`src/rtl/booth_mult_scheduler.sv`:
```
// Two-requester scheduler for a shared radix-4 Booth multiplier that retires one digit per cycle.
// Requesters are arbitrated round-robin, and each result is held until the consumer takes it.
module booth_mult_scheduler #(
  parameter int MAN_W = 13
) (
  input  logic                 clk,
  input  logic                 rst,
  input  logic                 req0_valid,
  output logic                 req0_ready,
  input  logic [MAN_W-1:0]     req0_a,
  input  logic [MAN_W-1:0]     req0_b,
  input  logic                 req1_valid,
  output logic                 req1_ready,
  input  logic [MAN_W-1:0]     req1_a,
  input  logic [MAN_W-1:0]     req1_b,
  output logic                 res_valid,
  input  logic                 res_ready,
  output logic [2*MAN_W-1:0]   res_product,
  output logic                 res_id,
  output logic                 busy
);

  localparam int ACC_W  = 2*MAN_W + 2;
  localparam int BEXT_W = MAN_W + 2;
  localparam int NDIG   = BEXT_W / 2;
  localparam int CNT_W  = (NDIG > 1) ? $clog2(NDIG) : 1;

  typedef enum logic [1:0] {IDLE, RUN, HOLD} state_t;

  state_t                    state_reg;
  logic signed [ACC_W-1:0]   acc_reg;
  logic signed [ACC_W-1:0]   acc_next;
  logic signed [ACC_W-1:0]   mcand_reg;
  logic signed [ACC_W-1:0]   pp;
  logic [BEXT_W-1:0]         bsh_reg;
  logic [CNT_W-1:0]          cnt_reg;
  logic                      id_reg;
  logic                      last_served_reg;
  logic [1:0]                valid_vec;
  logic [1:0]                ready_vec;
  logic                      grant;
  logic                      accept;
  logic [MAN_W-1:0]          sel_a;
  logic [MAN_W-1:0]          sel_b;

  assign valid_vec = {req1_valid, req0_valid};

  // On a tie the requester that was not served last wins.
  assign grant = (valid_vec == 2'b11) ? ~last_served_reg : valid_vec[1];

  generate
    for (genvar gi = 0; gi < 2; gi++) begin : g_ready
      assign ready_vec[gi] = (state_reg == IDLE) && valid_vec[gi] && (grant == 1'(gi));
    end
  endgenerate

  assign req0_ready = ready_vec[0];
  assign req1_ready = ready_vec[1];
  assign accept     = |ready_vec;
  assign sel_a      = grant ? req1_a : req0_a;
  assign sel_b      = grant ? req1_b : req0_b;
  assign busy       = (state_reg != IDLE);

  // The low three bits of the shifted multiplier form the current Booth digit.
  always_comb begin
    pp = '0;
    case (bsh_reg[2:0])
      3'b001, 3'b010: pp = mcand_reg;
      3'b011:         pp = mcand_reg <<< 1;
      3'b100:         pp = -(mcand_reg <<< 1);
      3'b101, 3'b110: pp = -mcand_reg;
      default:        pp = '0;
    endcase
    acc_next = acc_reg + pp;
  end

  always_ff @(posedge clk or posedge rst) begin
    if (rst) begin
      state_reg       <= IDLE;
      acc_reg         <= '0;
      mcand_reg       <= '0;
      bsh_reg         <= '0;
      cnt_reg         <= '0;
      id_reg          <= 1'b0;
      last_served_reg <= 1'b1;
      res_valid       <= 1'b0;
      res_product     <= '0;
      res_id          <= 1'b0;
    end else begin
      case (state_reg)
        IDLE: begin
          if (accept) begin
            mcand_reg       <= ACC_W'(sel_a);
            bsh_reg         <= {1'b0, sel_b, 1'b0};
            acc_reg         <= '0;
            cnt_reg         <= '0;
            id_reg          <= grant;
            last_served_reg <= grant;
            state_reg       <= RUN;
          end
        end
        RUN: begin
          acc_reg   <= acc_next;
          mcand_reg <= mcand_reg <<< 2;
          bsh_reg   <= bsh_reg >> 2;
          cnt_reg   <= cnt_reg + 1'b1;
          if (cnt_reg == CNT_W'(NDIG-1)) begin
            state_reg   <= HOLD;
            res_valid   <= 1'b1;
            res_product <= acc_next[2*MAN_W-1:0];
            res_id      <= id_reg;
          end
        end
        HOLD: begin
          if (res_ready) begin
            state_reg <= IDLE;
            res_valid <= 1'b0;
          end
        end
        default: state_reg <= IDLE;
      endcase
    end
  end

endmodule
```
`config.mk`:
```
export PLATFORM = sky130hd
export DESIGN_NAME = booth_mult_scheduler
export DESIGN_NICKNAME = d
export VERILOG_FILES = /design/src/rtl/booth_mult_scheduler.sv
export SDC_FILE = /design/constraint.sdc
export NUM_CORES = 1
export LEC_CHECK = 0
export CAP_MARGIN = 10
export CORE_ASPECT_RATIO = 1.25
export CORE_UTILIZATION = 55
export DETAILED_ROUTE_END_ITERATION = 6
export DONT_BUFFER_PORTS = 1
export PLACE_DENSITY = 0.81
export SLEW_MARGIN = 20
export SYNTH_ARGS = -nofsm -noshare
export SYNTH_HDL_FRONTEND = slang
export SYNTH_SLANG_ARGS = --single-unit
```
`constraint.sdc`:
```
create_clock -name clk -period 7.4 [get_ports clk]
set_input_delay 0.74 -clock clk [delete_from_list [all_inputs] [get_ports clk]]
set_output_delay 0.74 -clock clk [all_outputs]
set_load 0.03 [all_outputs]
```
==> results.toml, run 1 <==
[global_routing]
grt_pass1_vias = 5534
grt_pass1_wl_microns = 26830
grt_use_total = 0.2593
grt-ovfl-total = 0
grt_max_degree = 81
antenna_found_initial = 0

[clocking]
hold_buffers = 0
ctsLongestPathBuffers = 2
cts-htree-levels = 3
cts_setup_buffers = 0
insertion_delay_ns = 0.36
path_clk_slew_ns = 0.07
clkSinkCount = 101
cts_tree = "done"
cts_resized = 0
cts_root_buffer = "clkbuf_16"
cts_made_buffers = 9

[sta]
slew_headroom = 0.3157
final.setup.tns_ns = 0
drv_slew = 0
clock_skew_ns = 0.009790
finalHoldViolCount = 0
fmax_mhz = 227.8
fin_ws_ns = 3.010
period_share = 0.5933
finalSetupViolCount = 0
fin_crit_ns = 4.390
timing.hold.ws_ns = 0.3173
tightest_slew_ns = 1.024
grt_setup_unrepaired = "false"

[routing]
vias = 6006
firstDrtPassIters = 7
ant_nets = 0
routed_wl_microns = 16160
drc = 0
viasPerCell = 6.129
wl_per_cell_microns = 16.49
first_iter_violations = 554

[synthesis]
ys_seq_area_frac = 0.3631
yosys_most_used_dff = "dfrtp_1"
synthDistinctLibCells = 58
synth_nets = 942
ys_ff_latch = 101
syn_area_sq_um = 6964
avgSynthCellArea_sq_um = 8.136
synth_edf_count = 0
syn_inst = 856
async_flop_share = 1.000
yosys_warnings = 0

[power_and_ir_drop]
p_comb_frac = 0.582
p_clk_frac = 0.120
power.internal_w = 0.001914
switching_share = 0.5124
power_density_nw_per_um2 = 537.6
seqPwrFrac = 0.298
ir_drop_v = 0.0002722
power.static_leakage_nw = 3.151
p_sw_w = 0.002012

[die]
core_sq_um = 12220
io-pin-count = 88
rows = 45
dieArea_sq_um = 13120
start_util = 0.5700
die_x_microns = 102.6
die_height_microns = 127.8

[placement]
place.gp.congestion = 0.9273
dp_hpwl_microns = 11400
dp_worst_setup_slack_ns = 3.197
port_buffers = 0

[critical_path]
cp.required_ns = 7.62
cp_max_fo = 32
path_class = "flop to flop"
rrSetupSlack_ns = 3.01
crit_path_end_kind = "flop"
worstPathArrival_ns = 4.61
cp-start-kind = "flop"

[layout]
area_growth_pct = 4.851
diodes = 0
fin_util = 0.5976
drive_above_1_share = 0.06005
nNetsFinal = 897

[status]
status = "finished, final reports clean"

[min_path]
hold_class = "input port to async pin"

[flow_run]
max-cap-violations = 0
[power groups by stage]
stage               clock (W)  combinational (W)  sequential, W
finish               0.000470            0.00229        0.00117
global route         0.000501            0.00256        0.00121
CTS                  0.000476            0.00227        0.00117
detailed placement          0            0.00226        0.00118
global placement            0            0.00220        0.00117
floorplan                   0            0.00191        0.00104
[placed cells by master, fill, tap and decap left out, types with 8 or more instances in the layout]
master / Yosys / layout
nand2_1: 150 / 150
dfrtp_1: 100 / 100
o21ai_0: 98 / 98
a21oi_1: 52 / 52
nor2_1: 48 / 48
nand3_1: 47 / 46
xnor2_1: 28 / 28
ha_1: 28 / 28
mux2i_1: 27 / 27
xor2_1: 27 / 27
inv_1: 19 / 18
a31oi_1: 13 / 13
o21ai_1: 13 / 12
a22oi_1: 11 / 11
nand2b_1: 10 / 9
o211ai_1: 9 / 9
a221oi_1: 9 / 9
clkbuf_16: 0 / 9
nor3_1: 8 / 8
or3_1: 8 / 8
buf_4: 0 / 8
[area by class of cell]
type	count	area, sq um
multi-input cells	672	4140
repair buffers	8	60.06
clock inverters	6	55.05
flip-flops and latches	101	2529
clock buffers	10	239.0
well taps	164	205.2
inverters	19	73.82
fillers	1082	4916
[final timing paths]
kind / start / to / cells past startpoint
worst min register to register: id_reg / id_reg / 1
worst min-delay path: rst / bsh_reg[13] / 1
min in group clk: req0_valid / last_served_reg / 1
worst max register to register: bsh_reg[2] / acc_reg[24] / 14
worst max-delay path: bsh_reg[2] / acc_reg[24] / 14
max in group asynchronous: rst / acc_reg[19] / 2
[through the flow]
stage | instances | power [W] | cell area, sq um
finish | 980 | 0.003926 | 7302
global route | 980 | 0.004265 | 7302
CTS | 980 | 0.003917 | 7302
detailed placement | 964 | 0.003438 | 7008
global placement | 964 | 0.003362 | 7008
floorplan | 856 | 0.002955 | 6964
[metal layers]
metal,wire [microns],global-route usage,part of all wire,vias up
li1,-,-,-,2930
met1,6967,0.3462,0.43,2774
met2,7790,0.4216,0.48,258
met3,931,0.03490,0.058,44
met4,468,0.1042,0.029,0
met5,0,0,0,-
[cell families (layout without fill, tap and decap cells)]
family / count (synthesis) / in the layout / synth area share
adders and majority gates: 29 / 29 / 0.05318
DFF: 101 / 101 / 0.3631
buffers and inverters: 83 / 43 / 0.04779
muxes: 34 / 34 / 0.05013
AOI/OAI and AO/OA: 244 / 244 / 0.2068
and+or+nand+nor: 310 / 310 / 0.2098
xor gates and xnor gates: 55 / 55 / 0.06917
[critical path: stages, from the launching register on]
cell       delay (ns)
dfrtp_1          0.37
buf_4            0.24
nor2_1           0.77
nand2_1          0.34
nand2_1          0.14
a22oi_1          0.13
fa_1             0.45
nor2b_1          0.19
o2111ai_1        0.20
and4b_1          0.26
o31a_1           0.33
o21a_1           0.25
o31a_1           0.32
xor2_1           0.19
o21ai_1          0.08
[synthesized netlist by cell type (4+ instances only)]
cell type | n | area, sq um
a211oi_1 | 7 | 52.55
inv_1 | 19 | 71.32
o21bai_1 | 4 | 30.03
and2_1 | 7 | 43.79
dfrtp_1 | 100 | 2502
nor2b_1 | 7 | 43.79
nand4_1 | 5 | 31.28
xnor2_1 | 28 | 245.2
nand2_1 | 150 | 563.0
a22oi_1 | 11 | 82.58
ha_1 | 28 | 350.3
mux2i_1 | 27 | 270.3
o21ai_0 | 98 | 490.5
buf_1 | 6 | 22.52
a21o_1 | 7 | 52.55
buf_2 | 5 | 25.02
nand3_1 | 47 | 235.2
o211ai_1 | 9 | 67.56
a221oi_1 | 9 | 78.83
nand2b_1 | 10 | 62.56
mux2_2 | 7 | 78.83
a21oi_1 | 52 | 260.3
nor3_1 | 8 | 40.04
xor2_1 | 27 | 236.5
or3_1 | 8 | 50.05
nor2_1 | 48 | 180.2
a31oi_1 | 13 | 81.33
clkbuf_1 | 51 | 191.4
o21ai_1 | 13 | 65.06
(Power assumes the default switching activity.)
==> run 2: changes to the inputs <==
--- a/config.mk
+++ b/config.mk
@@ -10,7 +10,7 @@
 export CORE_UTILIZATION = 55
 export DETAILED_ROUTE_END_ITERATION = 6
 export DONT_BUFFER_PORTS = 1
-export PLACE_DENSITY = 0.81
+export PLACE_DENSITY = 0.84
 export SLEW_MARGIN = 20
 export SYNTH_ARGS = -nofsm -noshare
 export SYNTH_HDL_FRONTEND = slang
==> constraint.sdc (replaced) <==
create_clock -name clk -period 4 [get_ports clk]
set_input_delay 0.4 -clock clk [delete_from_list [all_inputs] [get_ports clk]]
set_output_delay 0.4 -clock clk [all_outputs]
set_load 0.03 [all_outputs]
==> results.toml, run 2 (same netlist as run 1, synthesis figures left out) <==
[die]
start_util = 0.5700
core_sq_um = 12220
dieArea_sq_um = 13120
die_x_microns = 102.6
io-pin-count = 88
die_height_microns = 127.8
rows = 45

[placement]
placed_cell_area_sq_um = 7211
port_buffers = 0
place.gp.congestion = 0.9386
dp_worst_setup_slack_ns = -0.05415
dp_hpwl_microns = 11610

[clocking]
path_clk_slew_ns = 0.07
cts_tree = "done"
cts_made_buffers = 9
ctsLongestPathBuffers = 2
cts_root_buffer = "clkbuf_16"
cts-htree-levels = 3
insertion_delay_ns = 0.36
hold_buffers = 0
clkSinkCount = 101

[power_and_ir_drop]
p_clk_frac = 0.107
p_comb_frac = 0.631
power.static_leakage_nw = 3.418
seqPwrFrac = 0.263
power_density_nw_per_um2 = 1030
power.internal_w = 0.004022
finalPower_w = 0.008052
switching_share = 0.5005
ir_drop_v = 0.0004189
p_sw_w = 0.004031

[sta]
period_share = 0.9890
fin_crit_ns = 3.956
finalHoldViolCount = 0
clock_skew_ns = 0.007740
slew_headroom = 0.2954
timing.hold.ws_ns = 0.04113
tightest_slew_ns = 1.053
fmax_mhz = 252.8
finalSetupViolCount = 0
fin_ws_ns = 0.04386
final.setup.tns_ns = 0
drv_slew = 0

[layout]
post-route-cell-area_sq_um = 7815
final_cell_mix = "nand2_1 (149), dfrtp_1 (98), o21ai_0 (94), a21oi_1 (51), buf_4 (51)"
diodes = 0
final_common_cell = "nand2_1"
fillers = 992
area_growth_pct = 12.22
nNetsFinal = 941
drive_above_1_share = 0.1465

[routing]
firstDrtPassIters = 5
viasPerCell = 6.163
drc = 0
ant_nets = 0
first_iter_violations = 569
vias = 6311
wl_per_cell_microns = 17.04
routed_wl_microns = 17450

[critical_path]
worstPathArrival_ns = 4.16
cp-start-kind = "flop"
cp.required_ns = 4.20
path_class = "flop to flop"
cp_max_fo = 4
crit_path_end_kind = "flop"

[global_routing]
grt-ovfl-total = 0
grt_use_total = 0.2590
antenna_found_initial = 0
grt_max_degree = 85
grt_pass1_wl_microns = 26830
grt_pass1_vias = 5658

[status]
status = "finished, final reports clean"

[min_path]
hold_class = "input port to async pin"

[flow_run]
max-cap-violations = 0
==> run 2: cell count changes in the layout (fill, tap and decap cells not counted), moves of 3 or more <==
cell / change
buf_4: +43
a221oi_1: -4
a221oi_2: +4
ha_1: -4
nor3_1: -4
o21ai_0: -4
ha_2: +3
nor3_2: +3
o21ai_1: +3
==> run 2: area by class of cell <==
type | count | area [sq um] | area share
clock buffers | 11 | 242.7 | 0.03106
clock inverters | 5 | 41.29 | 0.005283
inverters | 19 | 76.32 | 0.009766
multi-input cells | 672 | 4324 | 0.5533
flip-flops and latches | 101 | 2531 | 0.3239
well taps | 164 | 205.2 | 0.02626
repair buffers | 52 | 394.1 | 0.05043
==> run 2: per-stage QoR <==
| step | cells | util |
|---|---|---|
| after floorplan | 856 | - |
| after CTS | 1007 | 0.6150 |
| after global placement | 991 | 0.5902 |
| final | 1024 | 0.6396 |
| after global routing | 1024 | 0.6396 |
| after detailed placement | 991 | 0.5902 |
==> run 2: what timing repair did <==
item                                    4_1_cts  5_1_grt
endpoints found under the setup margin        4       21
gates resized for setup                       4       39
buffers inserted                              0       17
pin swaps                                     0       32
gates cloned                                  0        0
==> run 2: path summary, 6_finish.rpt <==
path                            cells after the start               to  slack [ns]         start
worst max-delay path                               18  res_product[18]        0.04  mcand_reg[1]
worst min-delay path                                1           id_reg        0.04           rst
worst max register to register                     18  res_product[18]        0.04  mcand_reg[1]
worst min register to register                      2      bsh_reg[11]        0.49   bsh_reg[13]
max in group asynchronous                           2      acc_reg[24]        3.22           rst
min in group clk                                    1  last_served_reg        0.11    req0_valid
==> run 2: layer usage <==
metal	global-route usage	share of wire	vias to the layer above
li1	-	-	3005
met3	0.03381	0.052	44
met4	0.1050	0.031	0
met5	0	0	-
met1	0.3427	0.43	3020
met2	0.4247	0.49	242
==> run 2: power by group through the flow <==
stage	combinational, W	sequential (W)	clock [W]
final	0.00508	0.00211	0.000859
after global routing	0.00558	0.00217	0.000901
after floorplan	0.00354	0.00193	0
after detailed placement	0.00444	0.00211	0
after CTS	0.00448	0.00210	0.000864
after global placement	0.00430	0.00210	0
==> run 2: worst max-delay path, stage by stage, from the launching register on <==
cell and delay, ns:
dfrtp_2 0.44, inv_1 0.08, ha_2 0.19, nor3b_4 0.26, nand2_1 0.11, or3_4 0.34
nand2_1 0.09, xnor2_1 0.16, a22oi_1 0.11, a21oi_1 0.24, ha_2 0.24, a21oi_1 0.07
nand2_1 0.10, and4b_1 0.22, or4_4 0.58, a31oi_4 0.18, a21oi_1 0.11, xor2_1 0.18
o21ai_1 0.08
